===== config.mk =====
export PLATFORM = sky130hd
export DESIGN_NAME = instr_fetch
export DESIGN_NICKNAME = d
export VERILOG_FILES = /design/src/rtl/instr_fetch.sv
export SDC_FILE = /design/constraint.sdc
export NUM_CORES = 1
export LEC_CHECK = 0
export ABC_AREA = 1
export BUFFER_PORTS_ARGS = -buffer_cell sky130_fd_sc_hd__buf_4
export CAP_MARGIN = 15
export CORE_ASPECT_RATIO = 0.9
export CORE_MARGIN = 8
export CORE_UTILIZATION = 50
export DETAILED_ROUTE_END_ITERATION = 8
export PLACE_DENSITY = 0.88
export REMOVE_ABC_BUFFERS = 1
export SLEW_MARGIN = 20
export SYNTH_ARGS = -nofsm -noshare
export SYNTH_HDL_FRONTEND = slang
export SYNTH_SLANG_ARGS = --single-unit

===== constraint.sdc =====
create_clock -name clk_i -period 6.5 [get_ports clk_i]
set_input_delay 0.325 -clock clk_i [delete_from_list [all_inputs] [get_ports clk_i]]
set_output_delay 0.325 -clock clk_i [all_outputs]
set_load 0.01 [all_outputs]

===== src/rtl/instr_fetch.sv =====
// IF stage: PC register, IF/ID pipeline register and ID-stage branch/jump resolution.
// One-edge fetch, a taken transfer costs one bubble; stall_i freezes PC, IF/ID and the redirect counter.
module instr_fetch (
  input  logic        clk_i,
  input  logic        rst_i,
  output logic [31:0] imem_addr_o,
  input  logic [31:0] imem_data_i,
  input  logic        stall_i,
  input  logic        branch_i,
  input  logic [2:0]  branch_type_i,
  input  logic        jump_i,
  input  logic        jr_i,
  input  logic [31:0] rs_data_i,
  input  logic [31:0] rt_data_i,
  input  logic [31:0] imm_sext_i,
  output logic [31:0] id_instr_o,
  output logic [5:0]  instr_op_o,
  output logic [31:0] id_pc4_o,
  output logic        id_valid_o,
  output logic        redirect_o,
  output logic [15:0] redirect_cnt_o
);

  localparam logic [2:0] BR_BEQ  = 3'd1;
  localparam logic [2:0] BR_BNE  = 3'd2;
  localparam logic [2:0] BR_BLE  = 3'd3;
  localparam logic [2:0] BR_BLT  = 3'd4;
  localparam logic [2:0] BR_BNEZ = 3'd5;

  logic [31:0] pc_q, pc_d;
  logic [31:0] id_instr_q, id_instr_d;
  logic [31:0] id_pc4_q, id_pc4_d;
  logic        id_valid_q, id_valid_d;
  logic [15:0] redirect_cnt_q, redirect_cnt_d;

  logic        taken;
  logic        redirect;
  logic [31:0] pc_plus4;
  logic [31:0] target;

  // Branch condition on the ID-stage operands, signed compares.
  always_comb begin
    taken = 1'b0;
    case (branch_type_i)
      BR_BEQ:  taken = (rs_data_i == rt_data_i);
      BR_BNE:  taken = (rs_data_i != rt_data_i);
      BR_BLE:  taken = ($signed(rs_data_i) <= $signed(rt_data_i));
      BR_BLT:  taken = ($signed(rs_data_i) <  $signed(rt_data_i));
      BR_BNEZ: taken = (rs_data_i != 32'd0);
      default: taken = 1'b0;
    endcase
  end

  // A bubble in ID never redirects, whatever the decode inputs say.
  assign redirect = id_valid_q & ~stall_i & (jr_i | jump_i | (branch_i & taken));

  assign pc_plus4 = pc_q + 32'd4;

  always_comb begin
    target = id_pc4_q + (imm_sext_i << 2);
    if (jr_i) begin
      target = rs_data_i;
    end else if (jump_i) begin
      target = {id_pc4_q[31:28], id_instr_q[25:0], 2'b00};
    end
  end

  always_comb begin
    pc_d           = pc_q;
    id_instr_d     = id_instr_q;
    id_pc4_d       = id_pc4_q;
    id_valid_d     = id_valid_q;
    redirect_cnt_d = redirect_cnt_q;
    if (!stall_i) begin
      if (redirect) begin
        // The wrong-path word fetched this cycle is squashed into a NOP bubble.
        pc_d       = target;
        id_instr_d = 32'd0;
        id_pc4_d   = 32'd0;
        id_valid_d = 1'b0;
        if (redirect_cnt_q != 16'hFFFF) begin
          redirect_cnt_d = redirect_cnt_q + 16'd1;
        end
      end else begin
        pc_d       = pc_plus4;
        id_instr_d = imem_data_i;
        id_pc4_d   = pc_plus4;
        id_valid_d = 1'b1;
      end
    end
  end

  always_ff @(posedge clk_i or negedge rst_i) begin
    if (!rst_i) begin
      pc_q           <= 32'd0;
      id_instr_q     <= 32'd0;
      id_pc4_q       <= 32'd0;
      id_valid_q     <= 1'b0;
      redirect_cnt_q <= 16'd0;
    end else begin
      pc_q           <= pc_d;
      id_instr_q     <= id_instr_d;
      id_pc4_q       <= id_pc4_d;
      id_valid_q     <= id_valid_d;
      redirect_cnt_q <= redirect_cnt_d;
    end
  end

  assign imem_addr_o    = pc_q;
  assign id_instr_o     = id_instr_q;
  assign instr_op_o     = id_instr_q[31:26];
  assign id_pc4_o       = id_pc4_q;
  assign id_valid_o     = id_valid_q;
  assign redirect_o     = redirect;
  assign redirect_cnt_o = redirect_cnt_q;

endmodule


* Yosys cells after proc, flatten, opt, wreduce, memory -nomap -nowiden
Cells that the tools add are included. W data, S select, Z words.
Storage, ports and cells: flip-flop bits (word level) 113, input port bits 137, output and inout bits 120, word-level logic and storage cells 33
Cells by class: add/subtract/negate cells 3, magnitude comparators 2, eq/ne operators 8, muxes and demuxes 7, bitwise logic cells 6, reduce and logical (&&, ||, !) cells 2
Operators by type and width (number):
- $mux W32 | 5
- $add A32 B3 Y32 const B | 1
- $add A32 B32 Y32 | 1
- $eq A32 B32 Y1 | 1
- $le A32 B32 Y1 | 1
- $lt A32 B32 Y1 | 1
- $ne A32 B32 Y1 | 1
- $reduce_bool A32 Y1 | 1
- $add A16 B1 Y16 const B | 1
- $ne A16 B16 Y1 const B | 1
- $eq A3 B2 Y1 const B | 2
- $eq A3 B3 Y1 const B | 2
- $pmux W1 S5 | 1
- $and A1 B1 Y1 | 3
- $eq A3 B1 Y1 const B | 1
- $reduce_and A3 Y1 | 1
- $or A1 B1 Y1 | 2
- $mux W1 | 1
- $not A1 Y1 | 1

* Depth between registers and ports, before layout
Gate-level depths: netlist of the first run.
word-level depth 6, mapped depth 24, mapped depth without buffers 23

* Least setup slack after synthesis of the first run
Ideal clock, no wire load.
path type register to register, from reg id_pc4_q[2] (netlist: id_pc4_o[2]), to reg pc_q[20] (netlist: imem_addr_o[20]), library setup time 117 ps, arrival time 2245 ps, data required time 6383 ps, slack 4138 ps, stages on the path, launching flop included 17, path buffers 0, period minus slack after synthesis 2362 ps, cells stage by stage dfrtp_1 > ha_1 > inv_1 > fa_1 > nand3b_1 > nand2_1 > a21oi_1 > o21ai_0 > nand2_1 > nand3_1 > nand3_1 > nand3_1 > nand2_1 > nand3_1 > nand2_1 > nand2_1 > nand2_1
On the way: longest elaborated chain between the ends 4
Ends and longest elaborated chain:
- from (decl) | RTL line 32 | logic [31:0] id_pc4_q, id_pc4_d;
- from (signal assigned) | RTL line 103 | id_pc4_q <= id_pc4_d;
- $add A32 B32 Y32 | RTL line 60 | target = id_pc4_q + (imm_sext_i << 2);
- $mux W32 | RTL line 63 | end else if (jump_i) begin
- $mux W32 | RTL line 61 | if (jr_i) begin
- $mux W32 | RTL line 75 | if (redirect) begin
- to (signal assigned) | RTL line 101 | pc_q <= pc_d;
- to (decl) | RTL line 30 | logic [31:0] pc_q, pc_d;
Every way passes these cells. A chain may end at the register's enable or synchronous reset.

* Final worst setup path of the first run
from in rs_data_i[11], to out redirect_o
On the way: longest elaborated chain between the ends 5, elaborated cells on any way between the ends 9
Ends and longest elaborated chain:
- from (decl) | RTL line 13 | input logic [31:0] rs_data_i,
- $lt A32 B32 Y1 (tied with other cells) | RTL line 48 | BR_BLT: taken = ($signed(rs_data_i) < $signed(rt_data_i));
- $pmux W1 S5 (*) | RTL line 44 | case (branch_type_i)
- $and A1 B1 Y1 (*) | RTL line 55 | assign redirect = id_valid_q & ~stall_i & (jr_i | jump_i | (branch_i & taken));
- $or A1 B1 Y1 (*) | RTL line 55
- $and A1 B1 Y1 (*) | RTL line 55
- to (decl) | RTL line 20 | output logic redirect_o,
Every way passes the cells marked *; elsewhere a longest branch is shown, timed or not.

==> impl_metrics.toml, run 1 <==
[layout]
final_nets = 1778
area_delta_synth_final_pct = 27.2
fill_cells = 1689
fin_cells = 1834
fin_area_um2 = 11700
drive_above_1_share_pct = 19.9
antenna_cells = 0
fin_util_pct = 64.2

[placement]
dp_hpwl_um = 26200
port_buffers = 254
pre_cts_ws_ns = 2.56
gp_congestion = 0.932
place_area_um2 = 11100
dp_cells = 1802

[critical_path]
critPathRequiredTime_ns = 6.17
regToRegEndpoint = "imem_addr_o[20]"
ff2ff_setup_slack_ns = 3.49
ff2ff_path_depth = 16
path_max_fanout = 67
end_kind = "output pin"
arrival_ns = 3.63
cp-start-kind = "input pin"
path_class = "in2out"
rr_startpoint = "id_pc4_o[2]"

[worst_hold_path]
min_delay_path_depth = 3
hold_class = "in2reg"
hold_start = "imem_data_i[28]"
min_to = "id_instr_o[28]"

[global_routing]
grt_max_degree = 74
grt_first_pass_wirelength_um = 52700
antenna_found_initial = 0
grt_usage_pct = 29.0
overflow = 0
grt_pass1_vias = 9976

[synthesis]
synth_mux_area_share_pct = 0
ys_warn_count = 0
ys_seq_area_share_pct = 30.8
netlist_instances = 1349
avgSynthCellArea_um2 = 6.82
synth_cell_types = 44
synth_seq_cells = 113
synth-compound-area-share_pct = 9.88
synth_fa_ha_area_share_pct = 8.79
synth-xor-area-share_pct = 5.14
ys.flop_type = "dfrtp_1"
async_reset_ff_share_pct = 100
netlist_area_um2 = 9190
synth_edf_count = 0
synth_top_family_by_area = "simple AND/OR/NAND/NOR gates"
synth_simple_gate_area_share_pct = 35.8

[routing]
routedWlPerCell_um = 18.3
drtIter0Drc = 1002
drc = 0
wl_um = 33500
drtAntennaViolNets = 0
drt_pass1_iterations = 5
avgViaCountPerCell = 5.48
num_vias = 10100

[timing]
worst_slack_ns = 2.55
finalSetupTns_ns = 0
fin_crit_sh_pct = 60.8
rsz0062_at_grt = "false"
fmax_ghz = 0.253
relSlewSlack_pct = 42.0
period_needed_ns = 3.95
slew_violations = 0
fin_hold_ws_ns = 0.126
finalHoldViolCount = 0
worst_slew_pin_slew_ns = 0.870
setup_viol = 0
fin_skew_ns = 0.0107

[clock_network]
cts_made_buffers = 17
clk_pin_slew_ns = 0.05
cts_setup_buffers = 0
clock_latency_ns = 0.42
htreeDepth = 4
cts_tree = "done"
cts_resized = 0
clock-sinks = 113
cts_root_buffer = "clkbuf_16"
clockBufferDepth = 2
cts-hold-fix-buffers = 1

[floorplanning]
row_count = 47
core_um2 = 18200
die_area_um2 = 23000
die-width_um = 159
die_h_um = 145
start_util_pct = 50.4
ios = 257

[pwr]
power_density_nw_per_um2 = 277
p_leak_nw = 6.19
power.total_mw = 3.24
peakVddDrop_mv = 0.198

[run_status]
outcome = "finished, final reports clean"

[flow_run]
maxCapViolations = 0
==> power by group <==
group	switching (mW)	total [mW]	internal, mW
clock	0.333	0.870	0.537
sequential	0.192	1.03	0.838
combinational	0.785	1.34	0.558
total	1.31	3.24	1.93
==> cells in the final DEF (no fill, tap or decap), drive strengths merged, types with 3 or more instances in the layout <==
master,netlist,layout
xnor2,22,22
o211ai,3,3
nor2,104,104
clkinvlp,0,4
ha,63,63
nand2,414,414
o21ai,85,85
inv,153,153
a21oi,65,65
clkinv,2,8
nand3,138,138
nor4,11,11
nand3b,20,20
clkbuf,26,20
a21o,3,3
o21bai,6,6
dfrtp,113,113
xor2,32,32
buf,25,259
nor3,23,23
nand4,26,26
==> logic make-up after synthesis <==
family | count (synthesis)
and+or+nand+nor | 743
buffers and inverters | 206
AOI/OAI and AO/OA | 169
DFF | 113
adders and majority gates | 64
xor gates and xnor gates | 54
==> final cells by class <==
class                   instances  area, µm²  area share (%)
clock buffers                  20        457            3.90
clock inverters                11       90.1           0.770
inverters                     155        582            4.97
multi-input cells            1030       5480            46.8
flip-flops and latches        113       2830            24.2
well taps                     245        307            2.62
repair buffers                260       1950            16.7
==> registers in the layout (all words and copies together), names as in the netlist <==
name            count
id_instr_o         32
id_pc4_o           32
imem_addr_o        32
redirect_cnt_o     16
id_valid_o          1
==> worst max-delay path by stage <==
| stage | depth (start not counted) | to | slack [ns] | from |
|---|---|---|---|---|
| 2_1_floorplan | 15 | redirect_o | 3.78 | rt_data_i[31] |
| 3_3_place_gp | 14 | redirect_o | 2.60 | rs_data_i[11] |
| 3_5_place_dp | 14 | redirect_o | 2.56 | rs_data_i[11] |
| 4_1_cts | 14 | redirect_o | 2.55 | rs_data_i[11] |
| 5_1_grt | 14 | redirect_o | 2.30 | rs_data_i[11] |
| 6_report | 14 | redirect_o | 2.55 | rs_data_i[11] |
==> Yosys cell counts, types with 26 or more instances <==
cell,instances,area (µm²)
nand2_1,411,1540
nand3_1,130,651
dfrtp_1,113,2830
nor2_1,101,379
o21ai_0,62,310
nand4_1,26,163
a21oi_1,65,325
clkbuf_1,26,97.6
xor2_1,32,280
ha_1,63,788
inv_1,151,567
==> metal layers <==
| metal | GRT usage (%) | share of wire, % | wire length [µm] |
|---|---|---|---|
| met5 | 0 | 0 | 0 |
| met4 | 10.9 | 2.7 | 904 |
| met3 | 6.29 | 9.2 | 3090 |
| met2 | 48.1 | 47 | 15600 |
| met1 | 36.8 | 41 | 13900 |
==> critical path: stages <==
cell and delay, ns:
buf_4 0.12, ha_1 0.31, nand4_1 0.16, nor3_1 0.21, nand3_1 0.16, nor3_2 0.17
nor2_1 0.06, nor2_1 0.10, nand2_1 0.11, nand2_2 0.09, nand2_4 0.14, nand2_4 0.68
inv_1 0.65, buf_4 0.33
No activity file was read; power rests on OpenSTA's default activity.
==> run 2: changes to the inputs <==
- ABC_AREA: 1 -> 0
- CORE_UTILIZATION: 50 -> 48
- PLACE_DENSITY: 0.88 -> 0.89
- clock period: 6.5 -> 3.55 ns (I/O delays scaled with it)
==> run 2 against run 1 <==
Against the previous run: final cell count decreased by 16%; clock skew about the same; first-iteration DRC count decreased by 14%; global-route usage decreased by 1.9 points; register-to-register slack got worse by 3.4 ns; cell area decreased by 2.3%; critical path depth decreased by 2; worst hold slack got worse by 0.12 ns; core utilization increased by 1.6 points.
==> impl_metrics.toml, run 2 <==
[run_status]
outcome = "finished, final reports clean"

[timing]
fin_skew_ns = 0.0104
relSlewSlack_pct = 36.2
fmax_ghz = 0.291
worst_slack_ns = 0.118
worst_slew_pin_slew_ns = 0.957
fin_crit_sh_pct = 96.7
period_needed_ns = 3.43
finalHoldViolCount = 0
setup_viol = 0
slew_violations = 0
rsz0062_at_grt = "false"

[global_routing]
overflow = 0
grt_max_degree = 95
grt_usage_pct = 27.2
antenna_found_initial = 1
grt_first_pass_wirelength_um = 47300
grt_pass1_vias = 8963

[critical_path]
path_class = "reg2reg"
slowest_delay_ns = 0.62
slowest_stage = "or4b_2"
path_depth = 12
regToRegEndpoint = "imem_addr_o[31]"
ff2ff_path_depth = 12
ff2ff_setup_slack_ns = 0.12
arrival_ns = 3.78
critPathRequiredTime_ns = 3.89
path_cells = "ha_1 > a211oi_1 > nor2_1 > o31ai_1 > buf_4 > a21oi_1 > o311a_1 > or4b_2 > a31oi_1 > xor2_1 > mux2i_1 > o22ai_1"
path_max_fanout = 4
cp-start-kind = "register"
rr_startpoint = "id_pc4_o[3]"
end_kind = "register"
cp_num_buf_inv = 1
critPathTopFamily = "compound AO/OA/AOI/OAI gates"
crit_start = "id_pc4_o[3]"
endpoint = "imem_addr_o[31]"

[floorplanning]
die-width_um = 156
die_h_um = 142
ios = 257
die_area_um2 = 22000
core_um2 = 17400
row_count = 46
start_util_pct = 48.5

[routing]
num_vias = 9051
drt_pass1_iterations = 5
avgViaCountPerCell = 5.87
drc = 0
drtAntennaViolNets = 0
routedWlPerCell_um = 19.8
wl_um = 30500
drtIter0Drc = 857

[synthesis]
netlist_instances = 1033
yosysMostFrequentCell = "nand2_1"
synth_seq_cells = 113
synth_top_cell_area_share_pct = 33.6
synth_top_cell_by_area = "dfrtp_1"
synth_edf_count = 0
async_reset_ff_share_pct = 100
ys_warn_count = 0
ys_seq_area_share_pct = 33.6
netlist_top_cells_count = "163 x nand2_1, 113 x dfrtp_1, 94 x o21ai_0, 68 x a21oi_1, 63 x ha_1"
ys.flop_type = "dfrtp_1"
synth_cell_types = 66
netlist_area_um2 = 8420
synth.area.top_cells = "dfrtp_1 34%, ha_1 9.4%, nand2_1 7.3%"
avgSynthCellArea_um2 = 8.15

[layout]
area_delta_synth_final_pct = 35.7
final_cell_mix = "277 x buf_4, 163 x nand2_1, 113 x dfrtp_1"
final_nets = 1488
layout_commonest_cell = "buf_4"
drive_above_1_share_pct = 25.4
fin_area_um2 = 11400
fill_cells = 1445

[pwr]
power_density_nw_per_um2 = 571
power.total_mw = 6.52
p_leak_nw = 5.52
peakVddDrop_mv = 0.344

[clock_network]
clk_pin_slew_ns = 0.06
cts_made_buffers = 17
clock-sinks = 113
clock_latency_ns = 0.42
htreeDepth = 4
clockBufferDepth = 2
cts_tree = "done"
cts_root_buffer = "clkbuf_16"

[placement]
pre_cts_ws_ns = 0.0605
dp_hpwl_um = 22900
gp_congestion = 0.959
place_area_um2 = 10600
port_buffers = 254

[worst_hold_path]
min_delay_path_depth = 3
hold_class = "in2reg"

[flow_run]
maxCapViolations = 0
run 2: cell count changes in the layout (fill, tap and decap cells not counted), sizes merged, moves of 19 or more:
cell,previous run,this run
nand3b,20,1
buf,259,281
inv,153,52
a21o,3,22
nand2,414,163
nand3,138,20
o31ai,0,32
and3,0,21
nor2,104,55
run 2: cell families after synthesis:
| kind of cell | count (synthesis) | synth area share, % |
|---|---|---|
| multiplexers | 11 | 1.40 |
| AO/OA/AOI/OAI | 308 | 23.3 |
| buffers and inverters | 110 | 5.20 |
| XOR/XNOR | 58 | 6.03 |
| adder cells (fa/ha/maj) | 64 | 9.60 |
| flip-flops | 113 | 33.6 |
| AND/OR/NAND/NOR | 369 | 20.9 |
run 2: stage by stage:
stage / util (%) / hold WS [ns] / setup TNS [ns] / cells
2_1_floorplan: - / -0.118 / -39.35 / 975
3_3_place_gp: 61.2 / 0.375 / 0 / 1495
3_5_place_dp: 61.2 / 0.390 / 0 / 1495
4_1_cts: 65.6 / 0.000471 / 0 / 1539
5_1_grt: 65.7 / 0.00665 / 0 / 1541
6_report: 65.7 / 0.00777 / 0 / 1541
run 2: routing by layer:
layer	vias to the layer above	share of wire (%)	GRT usage, %
li1	4245	-	-
met5	-	0	0
met4	0	3.6	13.7
met3	82	9.6	7.45
met2	469	47	43.9
met1	4255	40	32.9
run 2: final cells by class:
| class | instances | area, µm² | share of cell area (%) |
|---|---|---|---|
| timing repair buffer | 293 | 2280 | 20.0 |
| tap | 240 | 300 | 2.63 |
| antenna | 1 | 2.50 | 0.0219 |
| inverter | 52 | 195 | 1.71 |
| clock buffer | 20 | 447 | 3.91 |
| sequential | 113 | 2830 | 24.7 |
| multi-input combinational | 810 | 5190 | 45.4 |
| clock inverter | 12 | 188 | 1.64 |
run 2: how the worst min path moves through the flow:
stage,to,slack (ns),start
detailed placement,id_instr_o[28],0.39,rst_i
global route,id_instr_o[31],0.007,imem_data_i[31]
finish,id_instr_o[25],0.008,imem_data_i[25]
global placement,id_instr_o[28],0.38,rst_i
floorplan,id_instr_o[0],-0.12,rst_i
CTS,id_instr_o[4],0.0005,imem_data_i[4]
run 2: repair_timing:
item	4_1_cts	5_1_grt
setup endpoints to repair	0	4
resized for setup	0	5
buffers inserted	0	1
hold endpoints to repair	82	0
hold buffers	12	0
run 2: report_power, final:
part	internal, mW	total (mW)	switching [mW]	leakage (nW)
sequential	1.59	2.02	0.426	1.42
clock	1.25	1.89	0.632	0.313
combinational	1.23	2.62	1.38	3.78
total	4.08	6.52	2.44	5.52
run 2: tightest hold or removal path: stages:
cell and delay [ns]:
buf_4 0.10, nand2_1 0.04, o21ai_0 0.06
